## src/rtl/bam_pkg.sv

```systemverilog
// Shared definitions for the broken-array multiplier (h1/v11) and its downstream stages.
package bam_pkg;

    localparam int unsigned BAM8_H1V11_LSB = 11;
    localparam int unsigned BAM8_H1V11_MSB = 14;
    localparam int unsigned SAT_ADD_W      = 32;

    typedef enum logic {
        ACCUM = 1'b0,
        HOLD  = 1'b1
    } state_e;

    // Reference saturating add for any width up to SAT_ADD_W; returns {sat, sum}.
    function automatic logic [SAT_ADD_W:0] sat_add(
        input logic [SAT_ADD_W-1:0] acc,
        input logic [SAT_ADD_W-1:0] s,
        input int unsigned          w
    );
        logic [SAT_ADD_W:0] sum;
        logic [SAT_ADD_W:0] max;
        max = ((SAT_ADD_W+1)'(1) << w) - (SAT_ADD_W+1)'(1);
        sum = {1'b0, acc} + {1'b0, s};
        if (sum > max) begin
            return {1'b1, max[SAT_ADD_W-1:0]};
        end
        return {1'b0, sum[SAT_ADD_W-1:0]};
    endfunction

endpackage

```

## src/rtl/bam_prod_accumulator_sat_adder.sv

```systemverilog
// ACC_W-bit saturating adder; carry_c flags that the true sum did not fit.
module bam_sat_adder #(
    parameter int unsigned ACC_W = 8
) (
    input  logic [ACC_W-1:0] a_i,
    input  logic [ACC_W-1:0] b_i,
    output logic [ACC_W-1:0] sum_c,
    output logic             carry_c
);

    logic [ACC_W:0] raw;

    always_comb begin
        raw     = {1'b0, a_i} + {1'b0, b_i};
        carry_c = raw[ACC_W];
        sum_c   = raw[ACC_W] ? {ACC_W{1'b1}} : raw[ACC_W-1:0];
    end

endmodule

```

## src/rtl/bam_prod_accumulator.sv

```systemverilog
// Sums FRAME_LEN approximate products per frame into a narrow saturating accumulator
// and hands the total downstream over a valid/ready handshake.
module bam_prod_accumulator
    import bam_pkg::*;
#(
    parameter int unsigned PROD_W    = 16,
    parameter int unsigned TRUNC_LSB = BAM8_H1V11_LSB,
    parameter int unsigned PROD_MSB  = BAM8_H1V11_MSB,
    parameter int unsigned FRAME_LEN = 16,
    parameter int unsigned ACC_W     = 8
) (
    input  logic                       clk,
    input  logic                       rst_n,
    input  logic [PROD_W-1:0]          prod_i,
    input  logic                       prod_valid_i,
    output logic                       prod_ready_o,
    input  logic                       clear_i,
    output logic [ACC_W+TRUNC_LSB-1:0] acc_o,
    output logic                       acc_valid_o,
    input  logic                       acc_ready_i,
    output logic                       sat_o,
    output logic                       mask_err_o
);

    localparam int unsigned SUM_W = PROD_MSB - TRUNC_LSB + 1;
    localparam int unsigned CNT_W = $clog2(FRAME_LEN);
    localparam int unsigned OUT_W = ACC_W + TRUNC_LSB;
    // Bits the multiplier can actually drive; anything else must be zero.
    localparam logic [PROD_W-1:0] IN_MASK =
        PROD_W'(((64'(1) << (PROD_MSB + 1)) - 64'(1)) ^ ((64'(1) << TRUNC_LSB) - 64'(1)));

    state_e             state_q, state_d;
    logic [CNT_W-1:0]   count_q, count_d;
    logic [ACC_W-1:0]   acc_q, acc_d;
    logic               fsat_q, fsat_d;
    logic [OUT_W-1:0]   acc_o_q, acc_o_d;
    logic               sat_o_q, sat_o_d;
    logic               acc_valid_q, acc_valid_d;
    logic               prod_ready_q, prod_ready_d;
    logic               mask_err_q, mask_err_d;

    logic [SUM_W-1:0]   field;
    logic [ACC_W-1:0]   summand;
    logic [ACC_W-1:0]   add_sum;
    logic               add_carry;
    logic               accept;
    logic               last;

    assign field   = prod_i[PROD_MSB:TRUNC_LSB];
    assign summand = ACC_W'(field);
    assign accept  = prod_valid_i & prod_ready_q;
    assign last    = (count_q == CNT_W'(FRAME_LEN - 1));

    bam_sat_adder #(
        .ACC_W (ACC_W)
    ) u_sat_adder (
        .a_i     (acc_q),
        .b_i     (summand),
        .sum_c   (add_sum),
        .carry_c (add_carry)
    );

    // State register
    always_ff @(posedge clk) begin
        if (!rst_n) begin
            state_q <= ACCUM;
        end else begin
            state_q <= state_d;
        end
    end

    // Next-state: leave ACCUM on the frame's final accept, leave HOLD on consumer ready
    always_comb begin
        state_d = state_q;
        case (state_q)
            ACCUM:   if (accept && !clear_i && last) state_d = HOLD;
            HOLD:    if (acc_ready_i) state_d = ACCUM;
            default: state_d = ACCUM;
        endcase
    end

    // Datapath and output next values
    always_comb begin
        count_d      = count_q;
        acc_d        = acc_q;
        fsat_d       = fsat_q;
        acc_o_d      = acc_o_q;
        sat_o_d      = sat_o_q;
        mask_err_d   = mask_err_q | (accept & (|(prod_i & ~IN_MASK)));
        acc_valid_d  = (state_d == HOLD);
        prod_ready_d = (state_d == ACCUM);
        case (state_q)
            ACCUM: begin
                if (clear_i) begin
                    count_d = '0;
                    acc_d   = '0;
                    fsat_d  = 1'b0;
                end else if (accept) begin
                    acc_d  = add_sum;
                    fsat_d = fsat_q | add_carry;
                    if (last) begin
                        acc_o_d = {add_sum, {TRUNC_LSB{1'b0}}};
                        sat_o_d = fsat_q | add_carry;
                        count_d = '0;
                    end else begin
                        count_d = count_q + CNT_W'(1);
                    end
                end
            end
            HOLD: begin
                if (acc_ready_i) begin
                    acc_d  = '0;
                    fsat_d = 1'b0;
                end
            end
            default: begin
                acc_d = acc_q;
            end
        endcase
    end

    always_ff @(posedge clk) begin
        if (!rst_n) begin
            count_q      <= '0;
            acc_q        <= '0;
            fsat_q       <= 1'b0;
            acc_o_q      <= '0;
            sat_o_q      <= 1'b0;
            acc_valid_q  <= 1'b0;
            prod_ready_q <= 1'b1;
            mask_err_q   <= 1'b0;
        end else begin
            count_q      <= count_d;
            acc_q        <= acc_d;
            fsat_q       <= fsat_d;
            acc_o_q      <= acc_o_d;
            sat_o_q      <= sat_o_d;
            acc_valid_q  <= acc_valid_d;
            prod_ready_q <= prod_ready_d;
            mask_err_q   <= mask_err_d;
        end
    end

    assign prod_ready_o = prod_ready_q;
    assign acc_o        = acc_o_q;
    assign acc_valid_o  = acc_valid_q;
    assign sat_o        = sat_o_q;
    assign mask_err_o   = mask_err_q;

endmodule

```

## config.mk

```make
export PLATFORM = sky130hd
export DESIGN_NAME = bam_prod_accumulator
export DESIGN_NICKNAME = d
export VERILOG_FILES = /design/src/rtl/bam_pkg.sv /design/src/rtl/bam_prod_accumulator_sat_adder.sv /design/src/rtl/bam_prod_accumulator.sv
export SDC_FILE = /design/constraint.sdc
export NUM_CORES = 1
export LEC_CHECK = 0
export ABC_AREA = 1
export CORE_UTILIZATION = 40
export CTS_CLUSTER_SIZE = 14
export DETAILED_ROUTE_END_ITERATION = 16
export PLACE_DENSITY = 0.71
export SYNTH_ARGS = -nofsm -noshare
export SYNTH_HDL_FRONTEND = slang
export SYNTH_SLANG_ARGS = --single-unit
```

## constraint.sdc

```tcl
create_clock -name clk -period 2.2 [get_ports clk]
set_clock_uncertainty 0.05 [all_clocks]
set_input_delay 0.55 -clock clk [delete_from_list [all_inputs] [get_ports clk]]
set_output_delay 0.55 -clock clk [all_outputs]
set_load 0.05 [all_outputs]
```

==> results of run 1 <==
## placed cells by master, fill, tap and decap left out, drive strengths merged, types with 2 or more instances in the layout
| cell | count |
|---|---|
| nand2 | 53 |
| clkdlybuf4s50 | 31 |
| dfxtp | 25 |
| a21oi | 21 |
| nand3 | 16 |
| inv | 16 |
| nor2 | 12 |
| conb | 11 |
| buf | 8 |
| o21ai | 7 |
| ha | 5 |
| nor4 | 4 |
| clkbuf | 4 |
| or2 | 4 |
| clkinv | 3 |
| nor3 | 2 |
## registers in the layout, indices dropped and copies added, names as in the netlist
register / count
acc_valid_o: 1
sat_o: 1
fsat_q: 1
acc_q: 8
acc_o: 8
count_q: 4
mask_err_o: 1
prod_ready_o: 1
## power by group through the flow
stage          Clock [mW]  Combinational [mW]  Sequential [mW]
2_1_floorplan           0               0.104            0.477
3_3_place_gp            0               0.158            0.474
3_5_place_dp            0               0.158            0.474
4_1_cts             0.219               0.159            0.464
5_1_grt             0.233               0.172            0.465
6_report            0.206               0.159            0.463
## area by class of cell
cell class	instances	share of cell area [%]
Multi-Input combinational cell	141	41.4
Sequential cell	25	28.3
Timing Repair Buffer	40	21.7
Inverter	19	4.04
Tap cell	44	3.12
Clock buffer	4	1.49
## worst paths after layout
path,endpoint,startpoint,slack (ns)
setup / recovery,acc_q[1],prod_i[11],0.08
hold / removal,acc_o[13],acc_o[13],0.42
setup reg to reg,acc_q[1],acc_q[0],0.40
hold reg to reg,acc_o[13],acc_o[13],0.42
## cell families (layout without fill, tap and decap cells)
family          Yosys count  in the layout  synth area share (%)
xor+xnor                  1              1                 0.646
buf+inv                  32             63                  12.5
simple gates             92             92                  30.5
compound gates           31             31                  13.1
fa+ha+maj                 6              6                  6.09
other cells               1             11                 0.277
flops                    25             25                  36.9
## layer usage
metal / up-vias / track usage [%] / wire, um
met5: - / 0 / 0
met1: 548 / 20.9 / 1300
li1: 670 / - / -
met4: 0 / 2.66 / 0
met2: 20 / 29.0 / 1390
met3: 0 / 3.90 / 83
## timing repair
item / 4_1_cts / 5_1_grt
setup endpoints to repair: 0 / 7
hold endpoints to repair: 0 / 0
gates resized for setup: 0 / 3
## cell usage after synthesis
master | number | area [um^2]
o21a_1 | 1 | 7.51
nor2_1 | 10 | 37.5
ha_1 | 5 | 62.6
nand4_1 | 1 | 6.26
or2_1 | 2 | 12.5
nand2_2 | 1 | 6.26
xor2_1 | 1 | 8.76
nand3_2 | 1 | 10.0
nor4_1 | 4 | 25.0
nor2_4 | 1 | 11.3
inv_1 | 14 | 52.6
conb_1 | 1 | 3.75
nand3_1 | 15 | 75.1
buf_4 | 11 | 82.6
nor2_2 | 1 | 6.26
nor3_2 | 1 | 10.0
a211oi_1 | 1 | 7.51
clkinv_1 | 3 | 11.3
inv_2 | 2 | 7.51
or2_2 | 2 | 12.5
fa_1 | 1 | 20.0
clkbuf_1 | 1 | 3.75
nand2_1 | 52 | 195
o21bai_1 | 1 | 7.51
nor3_1 | 1 | 5.00
dfxtp_1 | 25 | 500
buf_6 | 1 | 11.3
a21oi_1 | 21 | 105
o21ai_4 | 1 | 16.3
o21ai_0 | 5 | 25.0
o21ai_2 | 1 | 8.76
## worst reg2reg max path: stages (launching register included)
cell	delay (ns)
dfxtp_1	0.34
ha_1	0.20
fa_1	0.38
nand3_1	0.13
nand2_2	0.10
nand2_4	0.10
inv_2	0.04
or2_1	0.22
nand2_1	0.07
a21oi_1	0.07
==> reports/qor.txt, run 1 <==
P_sw: 0.236 mW
crit end category: register
H-tree depth: 1
sequential share of power: 55.9%
Int Pwr: 0.592 mW
worst hold path class: register to register
postcts setup bufs: 0
placed cells: 269
Fillers: 327
final setup violation count: 0
DRT Wirelength: 2780 um
CTS buffer count: 3
total power: 0.828 mW
DRC: 0
Hold WS: 0.422 ns
min Tclk post-route: 2.12 ns
Cell Chain, Critical Path: clkdlybuf4s50_1 -> ha_1 -> fa_1 -> nand3_1 -> nand2_2 -> nand2_4 -> inv_2 -> or2_1 -> nand2_1 -> a21oi_1
Mean Syn Cell Area: 7.21 um^2
largest net degree at the start of global routing: 14
logic gate share of total power: 19.2%
Port Buffers: 32
R2R depth: 9
FP Rows: 20
Slew @ Worst Pin: 0.501 ns
hold path cells: 2
Antenna diodes: 0
CP required: 2.38 ns
Warnings, synthesis: 0
core box area: 0.00313 mm^2
status: complete, no violations
Setup WS pre-CTS: -0.309 ns
Routed Antenna Nets: 0
layout net count: 257
Starting Density: 43.3%
die height: 60.2 um
area grow syn2layout: 30.4%
Max clock buf depth: 2
RSZ-0062 raised after global routing: true
worst rel slew slack: 66.5%
slowest stage delay, CP: 0.40 ns
die width: 60.2 um
register area share after synthesis: 36.9%
Fmax: 473 MHz
CP Max Fanout: 6
post-DR wirelength/cell: 10.2 um
final worst slack: 0.0837 ns
first-pass GRT wire length: 4600 um
GRT Resource Usage Total: 16.6%
Netlist Area Pre-Place: 0.00136 mm^2
total overflow reported by the global router: 0
FF+latch area: 500 um^2
crit start category: input pin
non-filler cells, final: 273
CTS sink cnt: 25
GPL Wtd Cong: 0.863
CTS Hold Bufs: 0
count of different cell masters after synthesis: 31
critical path's top delay family: simple AND/OR/NAND/NOR gates
CTS clock-pin slew for the worst setup and hold paths: 0.13 ns
buffers and inverters on the worst path: 2
initial detailed-routing violation count: 41
die area: 0.00362 mm^2
CTS tree: yes
Slowest cell on crit path: clkdlybuf4s50_1
vias in the first global route: 1102
DP HPWL: 2240 um
cell area power density: 469 mW/mm^2
share of cells above drive strength 1: 10.0%
Pleak: 0.757 nW
Pins Over Slew Limit: 0
placed cell area: 0.00173 mm^2
Net Sw Frac: 28.5%
Pre-antenna DRT Iters: 4
Post-Syn Instances: 188
via count: 1238
initial antenna violation count: 0
Crit path depth: 10
final hold vios: 0
Max rail drop VDD: 0.000245 V
io pins: 44
Multi-input gate area: 731 um^2
#FFs+latches synth: 25
post-route cell area: 0.00177 mm^2
Final Cycle Share: 96.2%
Clk pwr share: 24.9%
max-cap violation count: 0
Clock Latency Late Sink: 0.32 ns
root buffer cell: clkbuf_4
critical path arrival: 2.29 ns
vias per cell: 4.53
setup TNS: 0 ns
Post-Route Utilization: 56.5%
critical setup path kind: input pin to register
(Power assumes the default switching activity.)
==> run 2, diff against run 1 <==
--- a/config.mk
+++ b/config.mk
@@ -6,7 +6,9 @@
 export NUM_CORES = 1
 export LEC_CHECK = 0
 export ABC_AREA = 1
+export CORE_ASPECT_RATIO = 0.7
 export CORE_UTILIZATION = 40
+export CTS_CLUSTER_DIAMETER = 30
 export CTS_CLUSTER_SIZE = 14
 export DETAILED_ROUTE_END_ITERATION = 16
 export PLACE_DENSITY = 0.71
==> run 2 against run 1 <==
First-iteration DRC count shrank 17%. Fmax rose by 0.78%. Sequential power is essentially flat. Setup slack improved by 0.016 ns. Die area about the same. Final cell count fell by 1.8%. Non-clock buffer count grew 1. Critical endpoint is now acc_q[0].
==> reports/qor.txt, run 2 (same netlist as run 1, synthesis figures left out) <==
layout net count: 258 (+0.39%)
worst hold path class: register to register
FP Rows: 17 (-15%)
Final Cycle Share: 95.4% (-0.74 points)
Antenna diodes: 0 (unchanged)
Pleak: 0.750 nW (-0.97%)
Fillers: 324 (-0.92%)
final setup violation count: 0 (unchanged)
final worst slack: 0.100 ns (+0.0164 ns)
die height: 50.7 um (-16%)
Fmax: 476 MHz (+0.78%)
share of cells above drive strength 1: 11.3% (+1.3 points)
most common cell after layout, fill and taps aside: nand2_1
die area: 0.00363 mm^2 (about the same)
Slew @ Worst Pin: 0.498 ns (-0.00274 ns)
postcts setup bufs: 0 (unchanged)
FF+latch area: 500 um^2 (unchanged)
Pins Over Slew Limit: 0 (unchanged)
status: complete, no violations
crit start category: input pin
CTS tree: yes
total overflow reported by the global router: 0 (unchanged)
post-DR wirelength/cell: 10.6 um (+4.4%)
final hold vios: 0 (unchanged)
root buffer cell: clkbuf_8
worst rel slew slack: 66.7% (+0.18 points)
Hold WS: 0.419 ns (-0.00272 ns)
GPL Wtd Cong: 0.787 (-8.8%)
most frequent cells in the layout: nand2_1 (51), clkdlybuf4s50_1 (32), dfxtp_1 (25), a21oi_1 (21)
Port Buffers: 32 (unchanged)
core box area: 0.00319 mm^2 (+2.0%)
CTS clock-pin slew for the worst setup and hold paths: 0.08 ns (-0.05 ns)
RSZ-0062 raised after global routing: false
Multi-input gate area: 738 um^2 (+1.0%)
CTS sink cnt: 25 (unchanged)
Max clock buf depth: 2 (unchanged)
largest net degree at the start of global routing: 14 (unchanged)
Routed Antenna Nets: 0 (unchanged)
via count: 1241 (+0.24%)
CTS buffer count: 3 (unchanged)
Pre-antenna DRT Iters: 4 (unchanged)
CP required: 2.32 ns (-0.06 ns)
H-tree depth: 1 (unchanged)
CTS Hold Bufs: 0 (unchanged)
min Tclk post-route: 2.10 ns (-0.0164 ns)
Max rail drop VDD: 0.000413 V (+68%)
initial detailed-routing violation count: 34 (-17%)
CP Max Fanout: 5 (-1)
Setup WS pre-CTS: -0.304 ns (+0.00512 ns)
cell area power density: 502 mW/mm^2 (+7.0%)
initial antenna violation count: 0 (unchanged)
vias per cell: 4.63 (+2.1%)
max-cap violation count: 0 (unchanged)
critical setup path kind: input pin to register
crit end category: register
io pins: 44 (unchanged)
DP HPWL: 2270 um (+1.3%)
GRT Resource Usage Total: 17.3% (+0.67 points)
Starting Density: 42.5% (-0.85 points)
critical path arrival: 2.22 ns (-0.07 ns)
first-pass GRT wire length: 4800 um (+4.2%)
vias in the first global route: 1073 (-2.6%)
Clock Latency Late Sink: 0.27 ns (-0.05 ns)
area grow syn2layout: 32.1%
DRT Wirelength: 2850 um (+2.5%)
DRC: 0 (unchanged)
die width: 71.6 um (+19%)
[run 2: area by class of cell]
type | count | share of cell area [%]
sequential | 25 | 28.0
clock buffer | 4 | 2.52
multi-input combinational | 141 | 41.2
inverter | 19 | 3.98
timing repair buffer | 41 | 21.7
tap | 38 | 2.66
[run 2: critical path, cell delays in order]
cell and delay [ns]:
clkdlybuf4s50_1 0.41, ha_1 0.23, fa_2 0.36, nand3_2 0.10, nand2_2 0.08, nand2_4 0.11
inv_2 0.04, or2_1 0.22, nand2_1 0.06, a21oi_1 0.06
[run 2: worst paths after layout]
path / end / start / depth (start not counted) / slack (ns)
setup / recovery: acc_q[0] / prod_i[11] / 10 / 0.10
hold reg to reg: acc_o[14] / acc_o[14] / 2 / 0.42
setup reg to reg: acc_q[0] / acc_q[0] / 9 / 0.48
hold / removal: acc_o[14] / acc_o[14] / 2 / 0.42
[run 2: report_power, final]
group          switching [mW]  leakage, nW  internal (mW)
registers             0.00506        0.202          0.458
clock network           0.149       0.0228          0.130
logic                  0.0947        0.525         0.0617
[run 2: layer usage]
metal	global-route usage [%]	share of wire (%)
met1	24.2	55
met2	25.9	38
met3	5.02	5.4
met4	4.90	0.88
met5	0	0
[run 2: metrics by stage]
stage	TNS [ns]	power, mW	util (%)	instance area, um^2	instances
after global routing	0	0.941	56.1	1790	268
after CTS	0	0.905	55.6	1780	268
after floorplan	0	0.581	-	1390	198
final	0	0.898	56.1	1790	268
after global placement	-3.59	0.628	54.2	1730	264
after detailed placement	-4.11	0.628	54.2	1730	264
[run 2: what timing repair did]
action,4_1_cts,5_1_grt
gates resized for setup,0,4
pin swaps,1,1
setup endpoints to repair,2,13
